**src/rtl/reflet_bus_pkg.sv**
```systemverilog
// Shared types and constants for the reflet bus controller and its address decoder.
package reflet_bus_pkg;

  typedef enum logic [1:0] {
    ST_IDLE = 2'd0,
    ST_WAIT = 2'd1,
    ST_RESP = 2'd2,
    ST_ERR  = 2'd3
  } bus_state_t;

  localparam int WAIT_W   = 4;
  localparam int NREG_MAX = 8;
  localparam int IDX_W    = $clog2(NREG_MAX);

endpackage

```
**src/rtl/reflet_bus_decode.sv**
```systemverilog
// Combinational region decoder: a region matches when (addr & mask) == base,
// and the lowest-index match wins when regions overlap.
module reflet_bus_decode
  import reflet_bus_pkg::*;
#(
  parameter int                     WORDSIZE    = 16,
  parameter int                     NREG        = 4,
  parameter logic [NREG*WORDSIZE-1:0] REGION_BASE = '0,
  parameter logic [NREG*WORDSIZE-1:0] REGION_MASK = '0
) (
  input  logic [WORDSIZE-1:0] addr,
  output logic                hit,
  output logic [NREG-1:0]     onehot,
  output logic [IDX_W-1:0]    region
);

  // Scan from the top so the lowest matching index is written last.
  always_comb begin
    hit    = 1'b0;
    onehot = '0;
    region = '0;
    for (int i = NREG - 1; i >= 0; i--) begin
      if ((addr & REGION_MASK[i*WORDSIZE +: WORDSIZE]) == REGION_BASE[i*WORDSIZE +: WORDSIZE]) begin
        hit       = 1'b1;
        onehot    = '0;
        onehot[i] = 1'b1;
        region    = IDX_W'(i);
      end
    end
  end

endmodule

```
**src/rtl/reflet_bus_ctrl.sv**
```systemverilog
// Single-master bus controller: boot reset stretcher, region decode with
// per-region wait states, and a sticky record of the first unmapped access.
module reflet_bus_ctrl
  import reflet_bus_pkg::*;
#(
  parameter int                       WORDSIZE    = 16,
  parameter int                       NREG        = 4,
  parameter logic [NREG*WORDSIZE-1:0] REGION_BASE = {16'hFF00, 16'h8000, 16'h0000, 16'h0000},
  parameter logic [NREG*WORDSIZE-1:0] REGION_MASK = {16'hFF00, 16'h8000, 16'h8000, 16'h0000},
  parameter logic [NREG*WAIT_W-1:0]   REGION_WAIT = 16'h0000,
  parameter int                       BOOT_CYCLES = 16
) (
  input  logic                     clk,
  input  logic                     reset,
  output logic                     sys_reset,
  input  logic                     cpu_req,
  input  logic                     cpu_we,
  input  logic [WORDSIZE-1:0]      cpu_addr,
  input  logic [WORDSIZE-1:0]      cpu_wdata,
  output logic [WORDSIZE-1:0]      cpu_rdata,
  output logic                     cpu_ready,
  output logic                     cpu_err,
  output logic [NREG-1:0]          s_sel,
  output logic                     s_we,
  output logic [WORDSIZE-1:0]      s_addr,
  output logic [WORDSIZE-1:0]      s_wdata,
  input  logic [NREG*WORDSIZE-1:0] s_rdata,
  output logic                     err_flag,
  output logic [WORDSIZE-1:0]      err_addr,
  input  logic                     err_clr,
  output bus_state_t               state_dbg
);

  // Handshake: cpu_req is sampled only in IDLE (and not during sys_reset);
  // the access then completes with a single-cycle cpu_ready pulse, with
  // cpu_err alongside it for unmapped addresses. Holding cpu_req high
  // issues the next access on the edge after the cpu_ready edge.

  localparam int BOOT_W = (BOOT_CYCLES < 2) ? 1 : $clog2(BOOT_CYCLES + 1);

  bus_state_t          state;
  logic [WAIT_W-1:0]   wait_cnt;
  logic [IDX_W-1:0]    region_q;
  logic [WORDSIZE-1:0] addr_q;
  logic                we_q;
  logic [BOOT_W-1:0]   boot_cnt;

  logic                dec_hit;
  logic [NREG-1:0]     dec_onehot;
  logic [IDX_W-1:0]    dec_region;
  logic [WAIT_W-1:0]   dec_wait;
  logic [WORDSIZE-1:0] rd_slice;

  reflet_bus_decode #(
    .WORDSIZE    (WORDSIZE),
    .NREG        (NREG),
    .REGION_BASE (REGION_BASE),
    .REGION_MASK (REGION_MASK)
  ) u_decode (
    .addr   (cpu_addr),
    .hit    (dec_hit),
    .onehot (dec_onehot),
    .region (dec_region)
  );

  always_comb begin
    dec_wait = '0;
    rd_slice = '0;
    for (int i = 0; i < NREG; i++) begin
      if (dec_region == IDX_W'(i)) dec_wait = REGION_WAIT[i*WAIT_W +: WAIT_W];
      if (region_q == IDX_W'(i))   rd_slice = s_rdata[i*WORDSIZE +: WORDSIZE];
    end
  end

  assign state_dbg = state;

  always_ff @(posedge clk) begin
    if (reset) begin
      state     <= ST_IDLE;
      wait_cnt  <= '0;
      region_q  <= '0;
      addr_q    <= '0;
      we_q      <= 1'b0;
      cpu_ready <= 1'b0;
      cpu_err   <= 1'b0;
      cpu_rdata <= '0;
      s_sel     <= '0;
      s_we      <= 1'b0;
      s_addr    <= '0;
      s_wdata   <= '0;
      err_flag  <= 1'b0;
      err_addr  <= '0;
      sys_reset <= 1'b1;
      boot_cnt  <= BOOT_W'(BOOT_CYCLES);
    end else begin
      // sys_reset drops on the edge that takes the counter from 1 to 0.
      if (boot_cnt != '0) boot_cnt <= boot_cnt - 1'b1;
      sys_reset <= (boot_cnt > BOOT_W'(1));

      if (err_clr) err_flag <= 1'b0;

      cpu_ready <= 1'b0;
      cpu_err   <= 1'b0;
      cpu_rdata <= '0;

      case (state)
        ST_IDLE: begin
          if (cpu_req && !sys_reset) begin
            addr_q <= cpu_addr;
            we_q   <= cpu_we;
            if (dec_hit) begin
              region_q <= dec_region;
              s_sel    <= dec_onehot;
              s_we     <= cpu_we;
              s_addr   <= cpu_addr;
              s_wdata  <= cpu_wdata;
              wait_cnt <= dec_wait;
              state    <= (dec_wait == '0) ? ST_RESP : ST_WAIT;
            end else begin
              state <= ST_ERR;
            end
          end
        end
        ST_WAIT: begin
          wait_cnt <= wait_cnt - 1'b1;
          if (wait_cnt == WAIT_W'(1)) state <= ST_RESP;
        end
        ST_RESP: begin
          cpu_ready <= 1'b1;
          cpu_rdata <= we_q ? '0 : rd_slice;
          s_sel     <= '0;
          s_we      <= 1'b0;
          s_addr    <= '0;
          s_wdata   <= '0;
          state     <= ST_IDLE;
        end
        ST_ERR: begin
          cpu_ready <= 1'b1;
          cpu_err   <= 1'b1;
          // Keep the first fault; a capture overrides a coincident err_clr.
          if (!err_flag) begin
            err_flag <= 1'b1;
            err_addr <= addr_q;
          end
          state <= ST_IDLE;
        end
        default: state <= ST_IDLE;
      endcase
    end
  end

endmodule

```
**config.mk**
```make
export PLATFORM = sky130hd
export DESIGN_NAME = reflet_bus_ctrl
export DESIGN_NICKNAME = d
export VERILOG_FILES = /design/src/rtl/reflet_bus_pkg.sv /design/src/rtl/reflet_bus_decode.sv /design/src/rtl/reflet_bus_ctrl.sv
export SDC_FILE = /design/constraint.sdc
export NUM_CORES = 1
export LEC_CHECK = 0
export BUFFER_PORTS_ARGS = -buffer_cell sky130_fd_sc_hd__buf_2
export CAP_MARGIN = 20
export CORE_MARGIN = 4
export CORE_UTILIZATION = 34
export DETAILED_ROUTE_END_ITERATION = 10
export HOLD_SLACK_MARGIN = 0.05
export PLACE_DENSITY = 0.77
export SLEW_MARGIN = 0
export SYNTH_ARGS = -nofsm -noshare
export SYNTH_HDL_FRONTEND = slang
export SYNTH_SLANG_ARGS = --single-unit
```
**constraint.sdc**
```tcl
create_clock -name clk -period 1.4 [get_ports clk]
set_input_delay 0.07 -clock clk [delete_from_list [all_inputs] [get_ports clk]]
set_output_delay 0.07 -clock clk [all_outputs]
set_load 0.01 [all_outputs]
```
==> impl_metrics.json <==
{
  "status": "finished, final reports clean",
  "switching_share_pct": 25.0,
  "synth_cells": 170,
  "grt_max_degree": 34,
  "clk_latency_ns": 0.32,
  "cp-end-kind": "flop",
  "path_max_fanout": 3,
  "synthAdderAreaFrac_pct": 1.24,
  "yosysUniqueCellTypes": 26,
  "period_needed_ns": 1.30,
  "slowest_delay_ns": 0.48,
  "pwr-share-clk_pct": 36.0,
  "synthXorXnorAreaFrac_pct": 0.865,
  "ant_nets": 0,
  "ir_drop_mv": 0.751,
  "rsz0062_at_grt": "false",
  "cpMaxStageDelayCell": "or4b_4",
  "hold_viol": 0,
  "synthTopCellsByCount": "dfxtp_1 (58), a22o_1 (32), buf_4 (26), and2_1 (16), nor2_1 (6)",
  "yosysWarnings": 0,
  "vias": 1765,
  "numCtsBuffers": 9,
  "die_h_um": 85.2,
  "clockBufferDepth": 2,
  "die_w_um": 85.2,
  "p_per_area_nw_per_um2": 1250,
  "synth_top_area_share_pct": 57.3,
  "synth_area_um2": 2030,
  "drv_cap": 0,
  "dp_cells": 345,
  "coreArea_um2": 5640,
  "synth-simple-area-share_pct": 12.2,
  "wl_um": 5500,
  "placed_area_um2": 2580,
  "tightest_slew_ns": 0.487,
  "p_sw_uw": 1040,
  "fmax_ghz": 0.769,
  "insertedDiodeCount": 0,
  "internal_power_uw": 3130,
  "synth_edf_count": 0,
  "die_area_um2": 7260,
  "root_buffer": "clkbuf_8",
  "postSynthAreaPerCell_um2": 11.9,
  "final_layout_size_suffix_gt1_share_pct": 41.0,
  "io_buffers": 104,
  "relSlewSlack_pct": 67.1,
  "drt_first_pass_iters": 4,
  "setup_violations": 0,
  "drtIter0Drc": 44,
  "antenna_found_initial": 0,
  "overflow": 0,
  "grt_pass1_vias": 1810,
  "worstSetupPathType": "flop to flop",
  "final_area_um2": 3320,
  "cts_sinks": 58,
  "p_seq_share_pct": 44.6,
  "viasPerCell": 4.29,
  "clk_pin_slew_worst_paths_ns": 0.06,
  "route.detailed.drc": 0,
  "yosysTopAreaCell": "dfxtp_1",
  "io-pin-count": 176,
  "finalCritPeriodShare_pct": 92.9,
  "synth.area.top_cells": "dfxtp_1 (57%), a22o_1 (14%), buf_4 (9.6%), and2_1 (4.9%), buf_6 (1.7%)",
  "finalClockSkew_ns": 0.00274,
  "ys_ff_latch": 58,
  "fp-row-count": 27,
  "synth_mux_area_share_pct": 0.988,
  "synth-async-reset-ratio_pct": 0,
  "timing.final.max_slew_violations": 0,
  "wl_per_cell_um": 13.4,
  "critical_path_required_ns": 1.61,
  "yosysMostFrequentCell": "dfxtp_1",
  "arrival_ns": 1.51,
  "combPwrFrac_pct": 19.4,
  "crit_path_start_kind": "flop",
  "yosysSeqAreaShare_pct": 57.3,
  "worstPathCellList": "inv_2 -> ha_4 -> or4b_4 -> nor2_1 -> a211oi_2",
  "hold_path_class": "primary input to flop",
  "h-tree-depth": 3,
  "place_hpwl_um": 3340,
  "initial_utilization_pct": 35.9,
  "synth_compound_area_share_pct": 15.1,
  "synth_top_family_by_area": "compound AO/OA/AOI/OAI gates",
  "nNetsFinal": 439,
  "syn2layout_area_growth_pct": 64.1,
  "grtUsageTotal_pct": 15.3,
  "synth_top_flop_cell": "dfxtp_1",
  "cts_tree": "built",
  "power.leakage_uw": 0.00166,
  "gp_congestion": 0.789,
  "grt_pass1_wl_um": 8780,
  "stdcell_count": 411
}
[path summary, 6_finish.rpt]
check	slack (ns)	to	cells after the start	from
max	0.1	boot_cnt[1]	5	boot_cnt[1]
max reg2reg	0.1	boot_cnt[1]	5	boot_cnt[1]
min	0.15	boot_cnt[1]	3	reset
min reg2reg	0.47	s_wdata[7]	1	s_wdata[7]
[cells by family after synthesis]
group,count (synthesis)
and+or+nand+nor,37
xor gates and xnor gates,2
buffers and inverters,33
other,1
DFF,58
adders and majority gates,2
AOI/OAI and AO/OA,35
muxes,2
[stage by stage]
stage	TNS, ns	hold slack, ns	power (uW)	setup WS, ns	util, %
6_report	0	0.151	4170	0.0998	58.9
5_1_grt	0	0.159	4390	0.0315	58.9
4_1_cts	0	0.134	4180	0.0270	58.7
3_5_place_dp	0	0.274	2530	0.0261	45.8
3_3_place_gp	-7.95	0.270	2480	-0.250	45.3
2_1_floorplan	0	0.192	2300	0.0448	-
[state kept, by name, summed over array words and instances (netlist names)]
register and count:
cpu_rdata 16, s_addr 16, s_wdata 16, boot_cnt 5, cpu_ready 1, s_sel 1
s_we 1, sys_reset 1, we_q 1
[routing by layer]
| metal | GRT usage, % | wire (um) | vias up |
|---|---|---|---|
| li1 | - | - | 876 |
| met1 | 16.9 | 2080 | 799 |
| met2 | 27.0 | 2860 | 84 |
| met3 | 5.24 | 502 | 6 |
| met4 | 5.61 | 57 | 0 |
| met5 | 0 | 0 | - |
[power groups by stage]
stage	registers (uW)	clock network, uW	logic [uW]
2_1_floorplan	1920	0	388
3_3_place_gp	1880	0	599
3_5_place_dp	1890	0	637
4_1_cts	1850	1550	778
5_1_grt	1880	1630	883
6_report	1860	1500	807
[cell type report]
| cell class | count | area [um^2] |
|---|---|---|
| fillers | 477 | 2320 |
| flip-flops and latches | 58 | 1160 |
| repair buffers | 165 | 1160 |
| multi-input cells | 100 | 716 |
| clock buffers | 11 | 151 |
| well taps | 72 | 90.1 |
| clock inverters | 3 | 40.0 |
| inverters | 2 | 7.51 |
[critical path, delay by kind of cell, from the launching register on]
family,cells,cell delay (ns)
AND/OR/NAND/NOR,2,0.61
buffers and inverters,1,0.08
adder cells (fa/ha/maj),1,0.14
AO/OA/AOI/OAI,1,0.05
flip-flops,1,0.32
[cells in the final DEF (no fill, tap or decap), types with 2 or more instances in the layout]
cell	count
inv_2	2
and2_1	16
buf_4	8
nor3_1	5
buf_12	3
mux2i_1	2
clkinv_2	2
clkbuf_8	11
dfxtp_1	58
dlygate4sd3_1	49
nor2_1	6
a22o_1	32
xnor2_1	2
buf_2	104
conb_1	22
[what timing repair did]
item,CTS,global route
setup endpoints to repair,6,2
hold buffers,49,0
endpoints found under the hold margin,49,0
buffers inserted,3,0
gates resized for setup,0,4
pin swaps,1,1
Note: power is estimated with default switching activity, not from simulation.
